File: config.mk
export PLATFORM = sky130hd
export DESIGN_NAME = alu_div_seq_flat
export DESIGN_NICKNAME = d
export VERILOG_FILES = /design/src/rtl/alu_div_seq_if.sv /design/src/rtl/alu_div_seq.sv /design/src/flat_wrapper.sv
export SDC_FILE = /design/constraint.sdc
export NUM_CORES = 1
export LEC_CHECK = 0
export BUFFER_PORTS_ARGS = -buffer_cell sky130_fd_sc_hd__buf_2
export CORE_ASPECT_RATIO = 1.25
export CORE_MARGIN = 4
export CORE_UTILIZATION = 45
export CTS_CLUSTER_DIAMETER = 120
export CTS_CLUSTER_SIZE = 30
export DETAILED_ROUTE_END_ITERATION = 8
export RECOVER_POWER = 50
export SYNTH_ARGS = -nofsm -noshare
export SYNTH_HDL_FRONTEND = slang
export SYNTH_SLANG_ARGS = --single-unit
File: constraint.sdc
create_clock -name clock -period 7.1 [get_ports clock]
set_input_delay 0.71 -clock clock [delete_from_list [all_inputs] [get_ports clock]]
set_output_delay 0.71 -clock clock [all_outputs]
set_load 0.02 [all_outputs]
File: src/rtl/alu_div_seq_if.sv
// ---------------------------------------------------------------------------
// alu_div_seq_if
//   Handshake/data bundle between the control unit and the sequential divider.
//   master : control unit side (drives start and operands, reads results)
//   slave  : divider side (reads start and operands, drives results)
//   Signals:
//     start        launch request
//     dividend     signed dividend
//     divisor      signed divisor
//     div_unsigned unsigned-divide select (only with ALU_DIV_UNSIGNED_EN)
//     busy         divide in progress
//     done         one-cycle completion pulse
//     quotient     result to LO
//     remainder    result to HI
//     div_by_zero  divisor was zero on the last completed divide
//   Optional feature macro: ALU_DIV_UNSIGNED_EN
// ---------------------------------------------------------------------------
interface alu_div_seq_if #(
  parameter int WIDTH = 32
);
  logic             start;
  logic [WIDTH-1:0] dividend;
  logic [WIDTH-1:0] divisor;
`ifdef ALU_DIV_UNSIGNED_EN
  logic             div_unsigned;
`endif
  logic             busy;
  logic             done;
  logic [WIDTH-1:0] quotient;
  logic [WIDTH-1:0] remainder;
  logic             div_by_zero;

  modport master (
    output start,
    output dividend,
    output divisor,
`ifdef ALU_DIV_UNSIGNED_EN
    output div_unsigned,
`endif
    input  busy,
    input  done,
    input  quotient,
    input  remainder,
    input  div_by_zero
  );

  modport slave (
    input  start,
    input  dividend,
    input  divisor,
`ifdef ALU_DIV_UNSIGNED_EN
    input  div_unsigned,
`endif
    output busy,
    output done,
    output quotient,
    output remainder,
    output div_by_zero
  );
endinterface

File: src/rtl/alu_div_seq.sv
// ---------------------------------------------------------------------------
// alu_div_seq
//   Multi-cycle signed integer divider (restoring shift-subtract, one quotient
//   bit per clock). Quotient goes to LO, remainder to HI for DIV.
//   Ports:
//     clock    system clock, rising edge
//     clear_n  asynchronous active-low reset
//     div_if   alu_div_seq_if.slave (start/operands in, busy/done/results out)
//   Timing: done pulses WIDTH+2 edges after the accepting edge, or 1 edge
//   after it on divide-by-zero. busy stays high through the done cycle.
//   Optional feature macro: ALU_DIV_UNSIGNED_EN adds div_unsigned, which
//   treats both operands as unsigned and skips sign correction.
// ---------------------------------------------------------------------------
module alu_div_seq #(
  parameter int WIDTH = 32
) (
  input  logic          clock,
  input  logic          clear_n,
  alu_div_seq_if.slave  div_if
);

  localparam int CNT_W = $clog2(WIDTH + 1);

  typedef enum logic [1:0] {
    S_IDLE,
    S_ITER,
    S_FIX,
    S_DONE
  } state_t;

  state_t           r_state;
  logic [CNT_W-1:0] r_cnt;
  logic [WIDTH-1:0] r_q;
  logic [WIDTH-1:0] r_m;
  logic [WIDTH-1:0] r_r;
  logic             r_neg_q;
  logic             r_neg_r;
  logic [WIDTH-1:0] r_quo_res;
  logic [WIDTH-1:0] r_rem_res;
  logic             r_dbz_pend;
  logic             r_busy;
  logic             r_done;
  logic             r_dbz;
  logic [WIDTH-1:0] r_quotient;
  logic [WIDTH-1:0] r_remainder;

  logic             w_dvd_neg;
  logic             w_dvs_neg;
  logic [WIDTH:0]   w_rsh;
  logic [WIDTH:0]   w_t;

  // Two's-complement negate when neg is set. Negating the most negative
  // value wraps to itself, which gives the required MIN / -1 behaviour.
  function automatic logic [WIDTH-1:0] f_neg_if(input logic [WIDTH-1:0] v,
                                                input logic             neg);
    return neg ? ((~v) + WIDTH'(1)) : v;
  endfunction

  always_comb begin
    w_dvd_neg = div_if.dividend[WIDTH-1];
    w_dvs_neg = div_if.divisor[WIDTH-1];
`ifdef ALU_DIV_UNSIGNED_EN
    if (div_if.div_unsigned) begin
      w_dvd_neg = 1'b0;
      w_dvs_neg = 1'b0;
    end
`endif
  end

  // Partial remainder is below M, so the shifted value fits in WIDTH+1 bits
  // and the subtraction sign is bit WIDTH.
  assign w_rsh = {r_r, r_q[WIDTH-1]};
  assign w_t   = w_rsh - {1'b0, r_m};

  always_ff @(posedge clock or negedge clear_n) begin
    if (!clear_n) begin
      r_state     <= S_IDLE;
      r_cnt       <= '0;
      r_q         <= '0;
      r_m         <= '0;
      r_r         <= '0;
      r_neg_q     <= 1'b0;
      r_neg_r     <= 1'b0;
      r_quo_res   <= '0;
      r_rem_res   <= '0;
      r_dbz_pend  <= 1'b0;
      r_busy      <= 1'b0;
      r_done      <= 1'b0;
      r_dbz       <= 1'b0;
      r_quotient  <= '0;
      r_remainder <= '0;
    end else begin
      case (r_state)
        S_IDLE: begin
          if (r_done) begin
            // Done cycle: drop done and busy; a start here is ignored.
            r_done <= 1'b0;
            r_busy <= 1'b0;
          end else if (div_if.start) begin
            r_q     <= f_neg_if(div_if.dividend, w_dvd_neg);
            r_m     <= f_neg_if(div_if.divisor, w_dvs_neg);
            r_r     <= '0;
            r_neg_q <= w_dvd_neg ^ w_dvs_neg;
            r_neg_r <= w_dvd_neg;
            r_cnt   <= CNT_W'(WIDTH);
            r_busy  <= 1'b1;
            r_dbz   <= 1'b0;
            if (div_if.divisor == '0) begin
              r_quo_res  <= '1;
              r_rem_res  <= div_if.dividend;
              r_dbz_pend <= 1'b1;
              r_state    <= S_DONE;
            end else begin
              r_dbz_pend <= 1'b0;
              r_state    <= S_ITER;
            end
          end
        end
        S_ITER: begin
          if (!w_t[WIDTH]) begin
            r_r <= w_t[WIDTH-1:0];
            r_q <= {r_q[WIDTH-2:0], 1'b1};
          end else begin
            r_r <= w_rsh[WIDTH-1:0];
            r_q <= {r_q[WIDTH-2:0], 1'b0};
          end
          r_cnt <= r_cnt - CNT_W'(1);
          if (r_cnt == CNT_W'(1)) begin
            r_state <= S_FIX;
          end
        end
        S_FIX: begin
          r_quo_res <= f_neg_if(r_q, r_neg_q);
          r_rem_res <= f_neg_if(r_r, r_neg_r);
          r_state   <= S_DONE;
        end
        S_DONE: begin
          r_quotient  <= r_quo_res;
          r_remainder <= r_rem_res;
          r_dbz       <= r_dbz_pend;
          r_done      <= 1'b1;
          r_state     <= S_IDLE;
        end
        default: r_state <= S_IDLE;
      endcase
    end
  end

  assign div_if.busy        = r_busy;
  assign div_if.done        = r_done;
  assign div_if.quotient    = r_quotient;
  assign div_if.remainder   = r_remainder;
  assign div_if.div_by_zero = r_dbz;

endmodule

File: src/flat_wrapper.sv
// flat-port wrapper written by rule: the top's interface ports become plain ports
module alu_div_seq_flat 
#(
  parameter int WIDTH = 32
)
  (clock, clear_n, div_if_start, div_if_dividend, div_if_divisor, div_if_busy, div_if_done, div_if_quotient, div_if_remainder, div_if_div_by_zero);
  alu_div_seq_if #(.WIDTH(WIDTH)) div_if_i ();
  input  logic clock;
  input  logic clear_n;
  input wire logic [$bits(div_if_i.start)-1:0] div_if_start;
  input wire logic [$bits(div_if_i.dividend)-1:0] div_if_dividend;
  input wire logic [$bits(div_if_i.divisor)-1:0] div_if_divisor;
  output wire logic [$bits(div_if_i.busy)-1:0] div_if_busy;
  output wire logic [$bits(div_if_i.done)-1:0] div_if_done;
  output wire logic [$bits(div_if_i.quotient)-1:0] div_if_quotient;
  output wire logic [$bits(div_if_i.remainder)-1:0] div_if_remainder;
  output wire logic [$bits(div_if_i.div_by_zero)-1:0] div_if_div_by_zero;
  assign div_if_i.start = div_if_start;
  assign div_if_i.dividend = div_if_dividend;
  assign div_if_i.divisor = div_if_divisor;
  assign div_if_busy = div_if_i.busy;
  assign div_if_done = div_if_i.done;
  assign div_if_quotient = div_if_i.quotient;
  assign div_if_remainder = div_if_i.remainder;
  assign div_if_div_by_zero = div_if_i.div_by_zero;
  alu_div_seq #(.WIDTH(WIDTH)) u_core (.clock(clock), .clear_n(clear_n), .div_if(div_if_i));
endmodule
==> summary.txt <==
Yosys
  • Async SR Flop Fraction: 100%
  • Yosys top cell by area: dfrtp_1
  • Syn_nets: about 1.7k
  • Most common cell in the netlist: dfrtp_1
  • Top post-synthesis cells by area: dfrtp_1, xor2_1, o21ai_0, nand2_1, mux2_2
  • Post-synthesis cell count: 1569
  • Synthesis-stage register bit count: roughly 240
  • Mapped Area: roughly 14000 um^2
  • Mean Syn Cell Area: just over 9 um^2
  • Post-synthesis sequential area ratio: between 40% and 50%
  • Synth cell count leaders: dfrtp_1, nand2_1, o21ai_0, xor2_1, nor2_1
  • Post-synth top flop: dfrtp_1
  • Netlist cell types: 70
  • Synth warn: 0
  • Post-synth EDFFs: 0
  • Top cell type's share of synthesized area: 41.6%

Clocking
  • Longest Clk Path Bufs: 3
  • Clock-pin slew on the worst setup and hold paths: 0.12 ns
  • Num CTS Buffers: 11
  • Skew-Pair Late Insertion Delay: approximately 0.48 ns
  • H-Tree Depth: 1
  • Root Buffer: clkbuf_16
  • Clk sinks: about 240
  • Setup Buffers After CTS: 0
  • # hold bufs at CTS: 0
  • CTS tree: yes
  • Post-cts sizing count: 0

Placed design
  • IO Port Bufs: 133
  • Pre-CTS setup slack: 3.20 ns
  • # placed instances: between 2k and 2.5k
  • Placed wire-length estimate: 26600 um
  • Final GP Congestion: about 0.87

STA
  • Hold Fails Final Rpt: 0
  • Rel. slew slack: -114%
  • Final setup fails: 0
  • Final Critical Period: approximately 4.5 ns
  • Highest Clock Rate: ~0.22 GHz
  • Worst Tran Pin Value: ~3.2 ns
  • Unrepaired setup endpoints after global routing: no
  • Slew Limit Fails: ~300
  • Fin crit share: a little under two thirds
  • Final Hold Slack: 0.486 ns
  • Post-route setup slack: between 2 and 3 ns
  • Clock Skews: approximately 0.016 ns
  • Setup_tns: 0 ns

Setup path
  • R2r worst-path depth: 7
  • R2R Setup Slk: approximately 2.6 ns
  • Crit path capture type: register
  • Reg-to-reg critical path startpoint: u_core.r_state[0]
  • Critical Path RT: roughly 7.4 ns
  • Critical-path maximum fanout: 69
  • Startpoint Class: register
  • Crit Path Class: reg2reg
  • Crit path arrival time: just under 5 ns
  • RR Endpoint: u_core.r_rem_res[2]

Global route
  • Vias in the first global route: around 11k
  • GRT Total Usage: ~20%
  • First-pass GRT wire length: between 50000 and 60000 um
  • Initial antenna violation count: 0
  • Largest net degree at the start of global routing: 130
  • Total gr overflow: 0

Layout
  • Final net count: 1749
  • Ant. Diodes: 0
  • Share of cells above drive strength 1: a little under an eighth
  • Final cell count without fillers: 2045
  • Fillers: 3112
  • Area delta synth->final: 7.98%

Floorplanning
  • Initial Utilization: 45.9%
  • Die ar.: ~35000 um^2
  • Core footprint: between 30000 and 40000 um^2
  • Die H: roughly 210 um
  • Die W: roughly 170 um
  • Rows: just over 70
  • IO Pins: roughly 130

Detailed routing
  • # DRC: 0
  • Vias after detailed routing: 11.2k
  • WL final: 35100 um
  • Routed len/inst: approximately 17 um
  • Antenna viol nets, final: 0
  • Vias/cell: 5.50
  • Iter 0 DRT Violations: approximately 680
  • Drt pass-1 iters: 5

Worst hold path
  • Hold path cells: 1
  • WHS Endpoint: u_core.r_cnt[4]
  • HP Class: reg2reg
  • Worst Min Path Start: u_core.r_cnt[4]

Pwr
  • Maximum VDD drop: 0.261 mV
  • Leak Pwr: ~6.7 nW
  • Pwr per Cell Area: about 470 nW/um^2
  • Tot Pwr: about 7.2 mW

Run
  • Max Cap Viol: 4

Outcome
  • Failing checks: max-capacitance violations, max-slew violations
  • Outcome: finished, violations left
## worst max-delay path, cell delays in order, from the launching register on
cell and delay, ns:
dfrtp_1 0.41, inv_1 0.09, ha_1 0.35, nand3b_1 0.14
clkbuf_1 1.97, nand2b_1 0.34, and2_2 0.80, o21ai_0 0.22
## metrics by stage
stage / area [um^2] / util [%]
after CTS: 15600 / 49.9
after detailed placement: 15300 / 49.0
final: 15500 / 49.6
after global routing: 15500 / 49.6
after global placement: 15300 / 49.0
after floorplan: 14300 / -
## state kept, by name (all words and copies together), names as in the netlist, 2 cells and up
name and count:
u_core.r_m 32, u_core.r_q 32, u_core.r_rem_res 32, u_core.div_if.remainder 32, u_core.r_quo_res 32, u_core.r_state 2
u_core.r_cnt 6, u_core.div_if.quotient 32, u_core.r_r 32
## where the power goes
part	internal, mW	switching (mW)	total (mW)
Combinational	1.67	2.45	4.12
Sequential	1.88	0.536	2.42
Clock	0.294	0.419	0.713
## metal layers
| layer | vias to the layer above | wire [um] | GRT usage [%] |
|---|---|---|---|
| li1 | 5687 | - | - |
| met1 | 5343 | 15800 | 26.5 |
| met2 | 168 | 17900 | 35.7 |
| met3 | 42 | 949 | 1.49 |
| met4 | 0 | 538 | 3.42 |
| met5 | - | 0 | 0 |
## worst max path at each step
| stage | start | endpoint | cells past startpoint | slack, ns |
|---|---|---|---|---|
| after CTS | u_core.r_q[31] | u_core.r_r[0] | 12 | 3.27 |
| after floorplan | u_core.r_m[0] | u_core.r_r[0] | 11 | 4.05 |
| after detailed placement | div_if_divisor[4] | u_core.r_quo_res[26] | 10 | 3.20 |
| final | u_core.r_state[0] | u_core.r_rem_res[2] | 7 | 2.59 |
| after global routing | clear_n | u_core.div_if.remainder[9] | 2 | 2.01 |
| after global placement | div_if_divisor[4] | u_core.r_quo_res[26] | 10 | 3.33 |
## placed cells by master, fill, tap and decap left out, types with 7 or more instances in the layout
cell type    n
dfrtp_1    238
nand2_1    223
o21ai_0    172
xor2_1     101
nor2_1     100
clkbuf_1    70
mux2_2      68
a21oi_1     66
buf_2       65
inv_1       53
mux2i_1     44
xnor2_1     42
ha_1        40
o31ai_1     38
a31oi_1     35
nor3_1      19
a21o_1      19
nand3_1     19
o41ai_1     18
or3_1       14
or4_1       13
nor4_1      12
o21a_1      12
clkbuf_16   11
o211ai_1    10
or2_2        9
nor2b_1      8
buf_4        8
nand2b_1     7
and2_1       7
a32oi_1      7
## logic make-up after synthesis
logic type / after synthesis / share of synthesized area [%]
multiplexers: 112 / 8.42
buffers and inverters: 140 / 3.72
flip-flops: 238 / 41.6
AND/OR/NAND/NOR: 469 / 15.3
AO/OA/AOI/OAI: 424 / 18.4
XOR/XNOR: 143 / 8.75
adder cells (fa/ha/maj): 43 / 3.81
## area by class of cell
class	count	area, um^2	area share [%]
clock buffer	12	289	1.87
tap	407	509	3.29
timing repair buffer	144	653	4.22
multi-input combinational	1191	7860	50.8
inverter	53	199	1.29
sequential	238	5960	38.5
No activity file was read; power rests on OpenSTA's default activity.
